### src/rtl/fetch_queue_if.sv
// Handshake bundle between the fetch front end, instruction memory and the
// Datapath. The master side is the fetch queue itself.
interface fetch_queue_if;
  // redirect from the Datapath PC-select path
  logic        redirect_valid;
  logic [31:0] redirect_pc;
  // instruction memory read channel
  logic        imem_req;
  logic [31:0] imem_addr;
  logic        imem_ack;
  logic [31:0] imem_rdata;
  // instruction delivery to the Datapath
  logic        instr_valid;
  logic        instr_ready;
  logic [31:0] instr_word;
  logic [31:0] instr_pc;

  modport master (
    input  redirect_valid, redirect_pc, imem_ack, imem_rdata, instr_ready,
    output imem_req, imem_addr, instr_valid, instr_word, instr_pc
  );

  modport slave (
    output redirect_valid, redirect_pc, imem_ack, imem_rdata, instr_ready,
    input  imem_req, imem_addr, instr_valid, instr_word, instr_pc
  );
endinterface

### src/rtl/fetch_queue.sv
// Instruction-fetch front end: owns the sequential fetch PC, issues one
// outstanding word read at a time and buffers returned words in a show-ahead
// FIFO for the Datapath. A redirect flushes the FIFO and restarts fetch; a
// read already in flight when the redirect lands is drained and dropped.
module fetch_queue #(
  parameter logic [31:0] RESET_PC = 32'h0000_0000,
  parameter int          DEPTH    = 4
) (
  input  logic          clk,
  input  logic          reset,
  fetch_queue_if.master bus
);

  localparam int PW = (DEPTH > 1) ? $clog2(DEPTH) : 1;
  localparam int CW = PW + 1;
  localparam logic [CW-1:0] FULL = CW'(DEPTH);
  localparam logic [31:0] START_PC = {RESET_PC[31:2], 2'b00};

  if (DEPTH < 2 || (DEPTH & (DEPTH - 1)) != 0) begin : g_bad_depth
    $error("fetch_queue: DEPTH must be a power of two and at least 2");
  end

  typedef enum logic [1:0] {IDLE, WAIT, DISCARD} state_t;

  typedef struct packed {
    logic [31:0] pc;
    logic [31:0] word;
  } entry_t;

  state_t        state, state_nx;
  logic [31:0]   fetch_pc, fetch_pc_nx;
  logic          req_q, req_nx;
  logic [31:0]   addr_q, addr_nx;

  logic [CW-1:0] count, count_nx;
  logic [PW-1:0] rd_ptr, wr_ptr;
  entry_t        mem [DEPTH];

  logic          redirect, ack, push, pop;
  logic [31:0]   redirect_base, pc_inc;
  logic          unused_redirect_lsb;

  assign redirect            = bus.redirect_valid;
  assign ack                 = bus.imem_ack & req_q;
  assign redirect_base       = {bus.redirect_pc[31:2], 2'b00};
  assign unused_redirect_lsb = ^bus.redirect_pc[1:0];
  assign pc_inc              = fetch_pc + 32'd4;

  // Redirect overrides both FIFO ports; data acked while discarding never lands.
  assign pop  = (count != '0) & bus.instr_ready & ~redirect;
  assign push = (state == WAIT) & ack & ~redirect;

  // Occupancy after this edge; the re-issue decision looks at it so a
  // same-cycle pop can keep the stream going at one word per cycle.
  always_comb begin
    count_nx = count;
    if (redirect) begin
      count_nx = '0;
    end else begin
      case ({push, pop})
        2'b10:   count_nx = count + CW'(1);
        2'b01:   count_nx = count - CW'(1);
        default: count_nx = count;
      endcase
    end
  end

  // FSM state register
  always_ff @(posedge clk or posedge reset) begin
    if (reset) state <= IDLE;
    else       state <= state_nx;
  end

  // FSM next-state: one request outstanding at most, drained before reissue
  always_comb begin
    state_nx = state;
    case (state)
      IDLE: begin
        if (!redirect && count != FULL) state_nx = WAIT;
      end
      WAIT: begin
        if (ack) begin
          if (redirect || count_nx == FULL) state_nx = IDLE;
          else                              state_nx = WAIT;
        end else if (redirect) begin
          state_nx = DISCARD;
        end
      end
      DISCARD: begin
        if (ack) state_nx = IDLE;
      end
      default: state_nx = IDLE;
    endcase
  end

  // FSM outputs: next request/address and the next fetch PC
  always_comb begin
    req_nx      = req_q;
    addr_nx     = addr_q;
    fetch_pc_nx = fetch_pc;
    if (redirect)  fetch_pc_nx = redirect_base;
    else if (push) fetch_pc_nx = pc_inc;
    case (state)
      IDLE: begin
        if (state_nx == WAIT) begin
          req_nx  = 1'b1;
          addr_nx = fetch_pc;
        end
      end
      WAIT: begin
        if (ack) begin
          if (state_nx == WAIT) begin
            req_nx  = 1'b1;
            addr_nx = pc_inc;
          end else begin
            req_nx  = 1'b0;
          end
        end
      end
      DISCARD: begin
        if (ack) req_nx = 1'b0;
      end
      default: req_nx = 1'b0;
    endcase
  end

  // Registered memory request and the architectural fetch PC
  always_ff @(posedge clk or posedge reset) begin
    if (reset) begin
      req_q    <= 1'b0;
      addr_q   <= '0;
      fetch_pc <= START_PC;
    end else begin
      req_q    <= req_nx;
      addr_q   <= addr_nx;
      fetch_pc <= fetch_pc_nx;
    end
  end

  // FIFO storage and pointers; a redirect empties it in one cycle
  always_ff @(posedge clk or posedge reset) begin
    if (reset) begin
      count  <= '0;
      rd_ptr <= '0;
      wr_ptr <= '0;
      for (int i = 0; i < DEPTH; i++) mem[i] <= '0;
    end else if (redirect) begin
      count  <= '0;
      rd_ptr <= '0;
      wr_ptr <= '0;
    end else begin
      count <= count_nx;
      if (push) begin
        mem[wr_ptr] <= '{pc: fetch_pc, word: bus.imem_rdata};
        wr_ptr      <= wr_ptr + PW'(1);
      end
      if (pop) rd_ptr <= rd_ptr + PW'(1);
    end
  end

  assign bus.imem_req    = req_q;
  assign bus.imem_addr   = addr_q;
  assign bus.instr_valid = (count != '0);
  assign bus.instr_pc    = mem[rd_ptr].pc;
  assign bus.instr_word  = mem[rd_ptr].word;

endmodule
### src/flat_wrapper.sv
// flat-port wrapper written by rule: the top's interface ports become plain ports
module fetch_queue_flat 
#(
  parameter logic [31:0] RESET_PC = 32'h0000_0000,
  parameter int          DEPTH    = 4
)
  (clk, reset, bus_redirect_valid, bus_redirect_pc, bus_imem_ack, bus_imem_rdata, bus_instr_ready, bus_imem_req, bus_imem_addr, bus_instr_valid, bus_instr_word, bus_instr_pc);
  fetch_queue_if bus_i ();
  input  logic clk;
  input  logic reset;
  input wire logic [$bits(bus_i.redirect_valid)-1:0] bus_redirect_valid;
  input wire logic [$bits(bus_i.redirect_pc)-1:0] bus_redirect_pc;
  input wire logic [$bits(bus_i.imem_ack)-1:0] bus_imem_ack;
  input wire logic [$bits(bus_i.imem_rdata)-1:0] bus_imem_rdata;
  input wire logic [$bits(bus_i.instr_ready)-1:0] bus_instr_ready;
  output wire logic [$bits(bus_i.imem_req)-1:0] bus_imem_req;
  output wire logic [$bits(bus_i.imem_addr)-1:0] bus_imem_addr;
  output wire logic [$bits(bus_i.instr_valid)-1:0] bus_instr_valid;
  output wire logic [$bits(bus_i.instr_word)-1:0] bus_instr_word;
  output wire logic [$bits(bus_i.instr_pc)-1:0] bus_instr_pc;
  assign bus_i.redirect_valid = bus_redirect_valid;
  assign bus_i.redirect_pc = bus_redirect_pc;
  assign bus_i.imem_ack = bus_imem_ack;
  assign bus_i.imem_rdata = bus_imem_rdata;
  assign bus_i.instr_ready = bus_instr_ready;
  assign bus_imem_req = bus_i.imem_req;
  assign bus_imem_addr = bus_i.imem_addr;
  assign bus_instr_valid = bus_i.instr_valid;
  assign bus_instr_word = bus_i.instr_word;
  assign bus_instr_pc = bus_i.instr_pc;
  fetch_queue #(.RESET_PC(RESET_PC), .DEPTH(DEPTH)) u_core (.clk(clk), .reset(reset), .bus(bus_i));
endmodule
### config.mk
export PLATFORM = sky130hd
export DESIGN_NAME = fetch_queue_flat
export DESIGN_NICKNAME = d
export VERILOG_FILES = /design/src/rtl/fetch_queue_if.sv /design/src/rtl/fetch_queue.sv /design/src/flat_wrapper.sv
export SDC_FILE = /design/constraint.sdc
export NUM_CORES = 1
export LEC_CHECK = 0
export ABC_AREA = 1
export CAP_MARGIN = 20
export CORE_UTILIZATION = 61
export CTS_CLUSTER_DIAMETER = 40
export CTS_CLUSTER_SIZE = 8
export DETAILED_ROUTE_END_ITERATION = 10
export PLACE_DENSITY = 0.87
export SLEW_MARGIN = 20
export SYNTH_ARGS = -nofsm -noshare
export SYNTH_HDL_FRONTEND = slang
export SYNTH_SLANG_ARGS = --single-unit
### constraint.sdc
create_clock -name clk -period 27.7 [get_ports clk]
set_input_delay 5.54 -clock clk [delete_from_list [all_inputs] [get_ports clk]]
set_output_delay 5.54 -clock clk [all_outputs]
set_load 0.02 [all_outputs]
==> results.md <==
- Syn. warnings: 0
- Fin. max-slew vios: 0
- Placed cells: ~2200
- # resized after CTS: 0
- Final Skew: 0.0236 ns
- Total Neg Setup Slack: 0 ns
- Cts hold-fix bufs: 0
- Register area share after synthesis: about 54%
- Final worst path period share: about a third
- Most used DFF post-synth: dfrtp_1
- Outcome: finished, final reports clean
- Number of global-route vias before repair: between 10000 and 15000
- Min Hold Slack: between 0.4 and 0.5 ns
- H-Tree Depth: 2
- Synthesized instance count: about 1800
- Most frequent cell after synthesis: nand2_1
- Floorplan row count: 56
- Mapped Area: ~15000 sq um
- Skew-Pair Late Insertion Delay: approximately 0.55 ns
- WL per Instance: roughly 17 microns
- Vias/cell: approximately 6
- CP Class: primary input to flop
- Synth-to-Final Area Change: 20.6%
- EDFF count, synth: 0
- # DRC: 0
- GRT Total Usage: between 30% and 40%
- Root buffer cell: clkbuf_16
- CP Buf/Inv Count: 3
- Fin nets: 2000
- Rel. slew slack: between 20% and 30%
- Synth Register Bits: around 320
- Detailed placement HPWL: ~22 mm
- Total grt overflow: 0
- Cell Count, Final, Fillers Out: around 2300
- Final Hold Vio Count: 0
- Chip width: 157 microns
- DIE HEIGHT: 157 microns
- Num CTS Buffers: between 40 and 50
- IO Pins: 167
- Antenna fix cells: 0
- Final Setup Violations: 0
- Worst min path class: flop to flop
- Post-synth top area cell: dfrtp_1
- Layout cells sized above 1: 4.48%
- Synth async-reset ratio: 100%
- Pleak: between 8 and 9 nW
- Pwr dens: 89.1 nW/um^2
- Critical path fanouts, max: 31
- Most common library cells after synthesis: 520 x nand2_1, 336 x o21ai_0, 318 x dfrtp_1, 185 x nor2_1, 86 x inv_1
- DR iter-0 viols: approximately 1300
- GPL Wtd Cong: about 0.94
- Most used cell along the critical path: nand2_1
- Worst Max-Slew Pin Slew: approximately 1.1 ns
- Top Family by Delay on Critical Path: simple AND/OR/NAND/NOR gates
- FMAX: ~100 MHz
- RSZ-0062 raised after global routing: false
- VDD IR max: between 0.00006 and 0.00007 V
- Clock tree buffer depth: 3
- ANT nets after route: 0
- Avg Cell Area, Syn: 8.08 sq um
- CP cell instances: clkdlybuf4s50_1, nand2_1, nor2_2, inv_2, nor2_4, inv_1, ha_1, fa_1, or2_2, nand3_1, nand2_1, nor2_1, nand2_1, nand2_1, nand2_1, nand3_2, nand2_1, nand2_1
- Post-synthesis cell type count: 30
- Setup Fix Bufs, Post-CTS: 0
- Largest net degree at the start of global routing: around 170
- Placed Area: 16300 sq um
- WP data required: about 28 ns
- PortBufs: 160
- Synth top area cells: dfrtp_1 54%, nand2_1 13%, o21ai_0 11%, nor2_1 4.7%, o22ai_1 2.7%
- CP endpoint kind: flop
- First-pass GRT wire length: ~63 mm
- Initial antenna violation count: 0
- Setup crit start kind: primary input
- Clk slew on worst S/H paths: about 0.050 ns
- Largest stage delay on the critical path: roughly 0.73 ns
- Top cell type's share of synthesized area: 54.1%
- Die area: around 25000 sq um
- Core box area: 23500 sq um
- Tmin final: about 9.6 ns
- Via Count: ~13000
- Cell area after layout: 17700 sq um
- Crit-path slowest cell: nor2_4
- DRT Pass-1 Iters: 5
- DRT Wirelength: a little under 40 mm
- Initial Util: 62.5%
- # clock sinks: roughly 320
- MaxCap Viol Count: 0
- FF+latch area: around 8000 sq um
- Fill cells: approximately 1700
- Crit path DAT: ~10 ns
- CTS tree: built
- Multi-input gate area: between 5000 and 6000 sq um
[cell families after synthesis]
logic type | synth area share [%]
adder cells (fa/ha/maj) | 0.646
buffers and inverters | 5.94
other | 0.0255
flip-flops | 54.1
AO/OA/AOI/OAI | 17.9
AND/OR/NAND/NOR | 21.0
XOR/XNOR | 0.476
[area by class of cell]
class | count | share of cell area [%]
Inverter | 90 | 1.95
Timing Repair Buffer | 171 | 9.63
Tap cell | 319 | 2.25
Clock buffer | 63 | 7.67
Multi-Input combinational cell | 1295 | 33.3
Sequential cell | 318 | 44.9
Clock inverter | 3 | 0.303
[tightest hold or removal path, cell delays in order (launching register included)]
cell and delay [ns]:
dfrtp_1 0.34, nand2_1 0.05, o21ai_0 0.05
[cell usage in the layout (no fill, tap or decap), types with 2 or more instances in the layout]
master | netlist | final
o21ai_1 | 60 | 60
conb_1 | 1 | 4
a21oi_1 | 4 | 4
nand3_1 | 53 | 52
o22ai_1 | 63 | 63
o221ai_1 | 5 | 5
clkdlybuf4s50_1 | 0 | 160
inv_1 | 86 | 85
buf_6 | 3 | 3
o21ai_0 | 336 | 336
clkbuf_1 | 78 | 7
clkbuf_8 | 0 | 6
buf_4 | 5 | 7
nor2_1 | 185 | 185
nand2_4 | 1 | 4
o211ai_1 | 24 | 24
inv_2 | 3 | 3
nor2_4 | 2 | 2
nand2_1 | 520 | 520
dfrtp_1 | 318 | 316
xor2_1 | 8 | 8
clkbuf_16 | 0 | 50
nand4_1 | 16 | 16
ha_1 | 6 | 6
[per-stage QoR]
stage / power (mW) / setup WS, ns / utilization [%]
after floorplan: 0.845 / 13.36 / -
after global placement: 1.03 / 17.37 / 69.3
after detailed placement: 1.04 / 17.28 / 69.3
after CTS: 1.58 / 17.81 / 75.3
after global routing: 1.66 / 17.80 / 75.4
final: 1.58 / 18.11 / 75.4
[metal layers]
layer | vias to the layer above | part of all wire [%] | track usage (%)
li1 | 6205 | - | -
met1 | 6415 | 42 | 42.9
met2 | 573 | 49 | 52.7
met3 | 72 | 7.2 | 5.42
met4 | 0 | 2.6 | 10.9
met5 | - | 0 | 0
[final timing paths]
check                                start                       end  slack, ns  cells after the start
setup / recovery              bus_imem_ack  u_core.bus.imem_addr[17]      18.11                     18
hold / removal              u_core.mem[68]            u_core.mem[68]       0.48                      2
setup reg to reg           u_core.state[1]  u_core.bus.imem_addr[17]      22.01                     18
hold reg to reg             u_core.mem[68]            u_core.mem[68]       0.48                      2
max in group asynchronous            reset            u_core.mem[67]      20.72                      3
min in group asynchronous            reset           u_core.mem[231]       5.55                      2
[flip-flops by register name, summed over array words and instances (netlist names)]
signal                count
u_core.bus.imem_addr     30
u_core.mem              248
u_core.rd_ptr             2
u_core.bus.imem_req       1
u_core.wr_ptr             2
u_core.count              3
u_core.fetch_pc          30
u_core.state              2
[report_power, final]
| group | internal [mW] | switching (mW) | leakage [nW] |
|---|---|---|---|
| clock | 0.345 | 0.196 | 0.689 |
| sequential | 0.534 | 0.0455 | 4.29 |
| combinational | 0.186 | 0.274 | 3.33 |
| total | 1.07 | 0.515 | 8.31 |
Note: power is estimated with default switching activity, not from simulation.
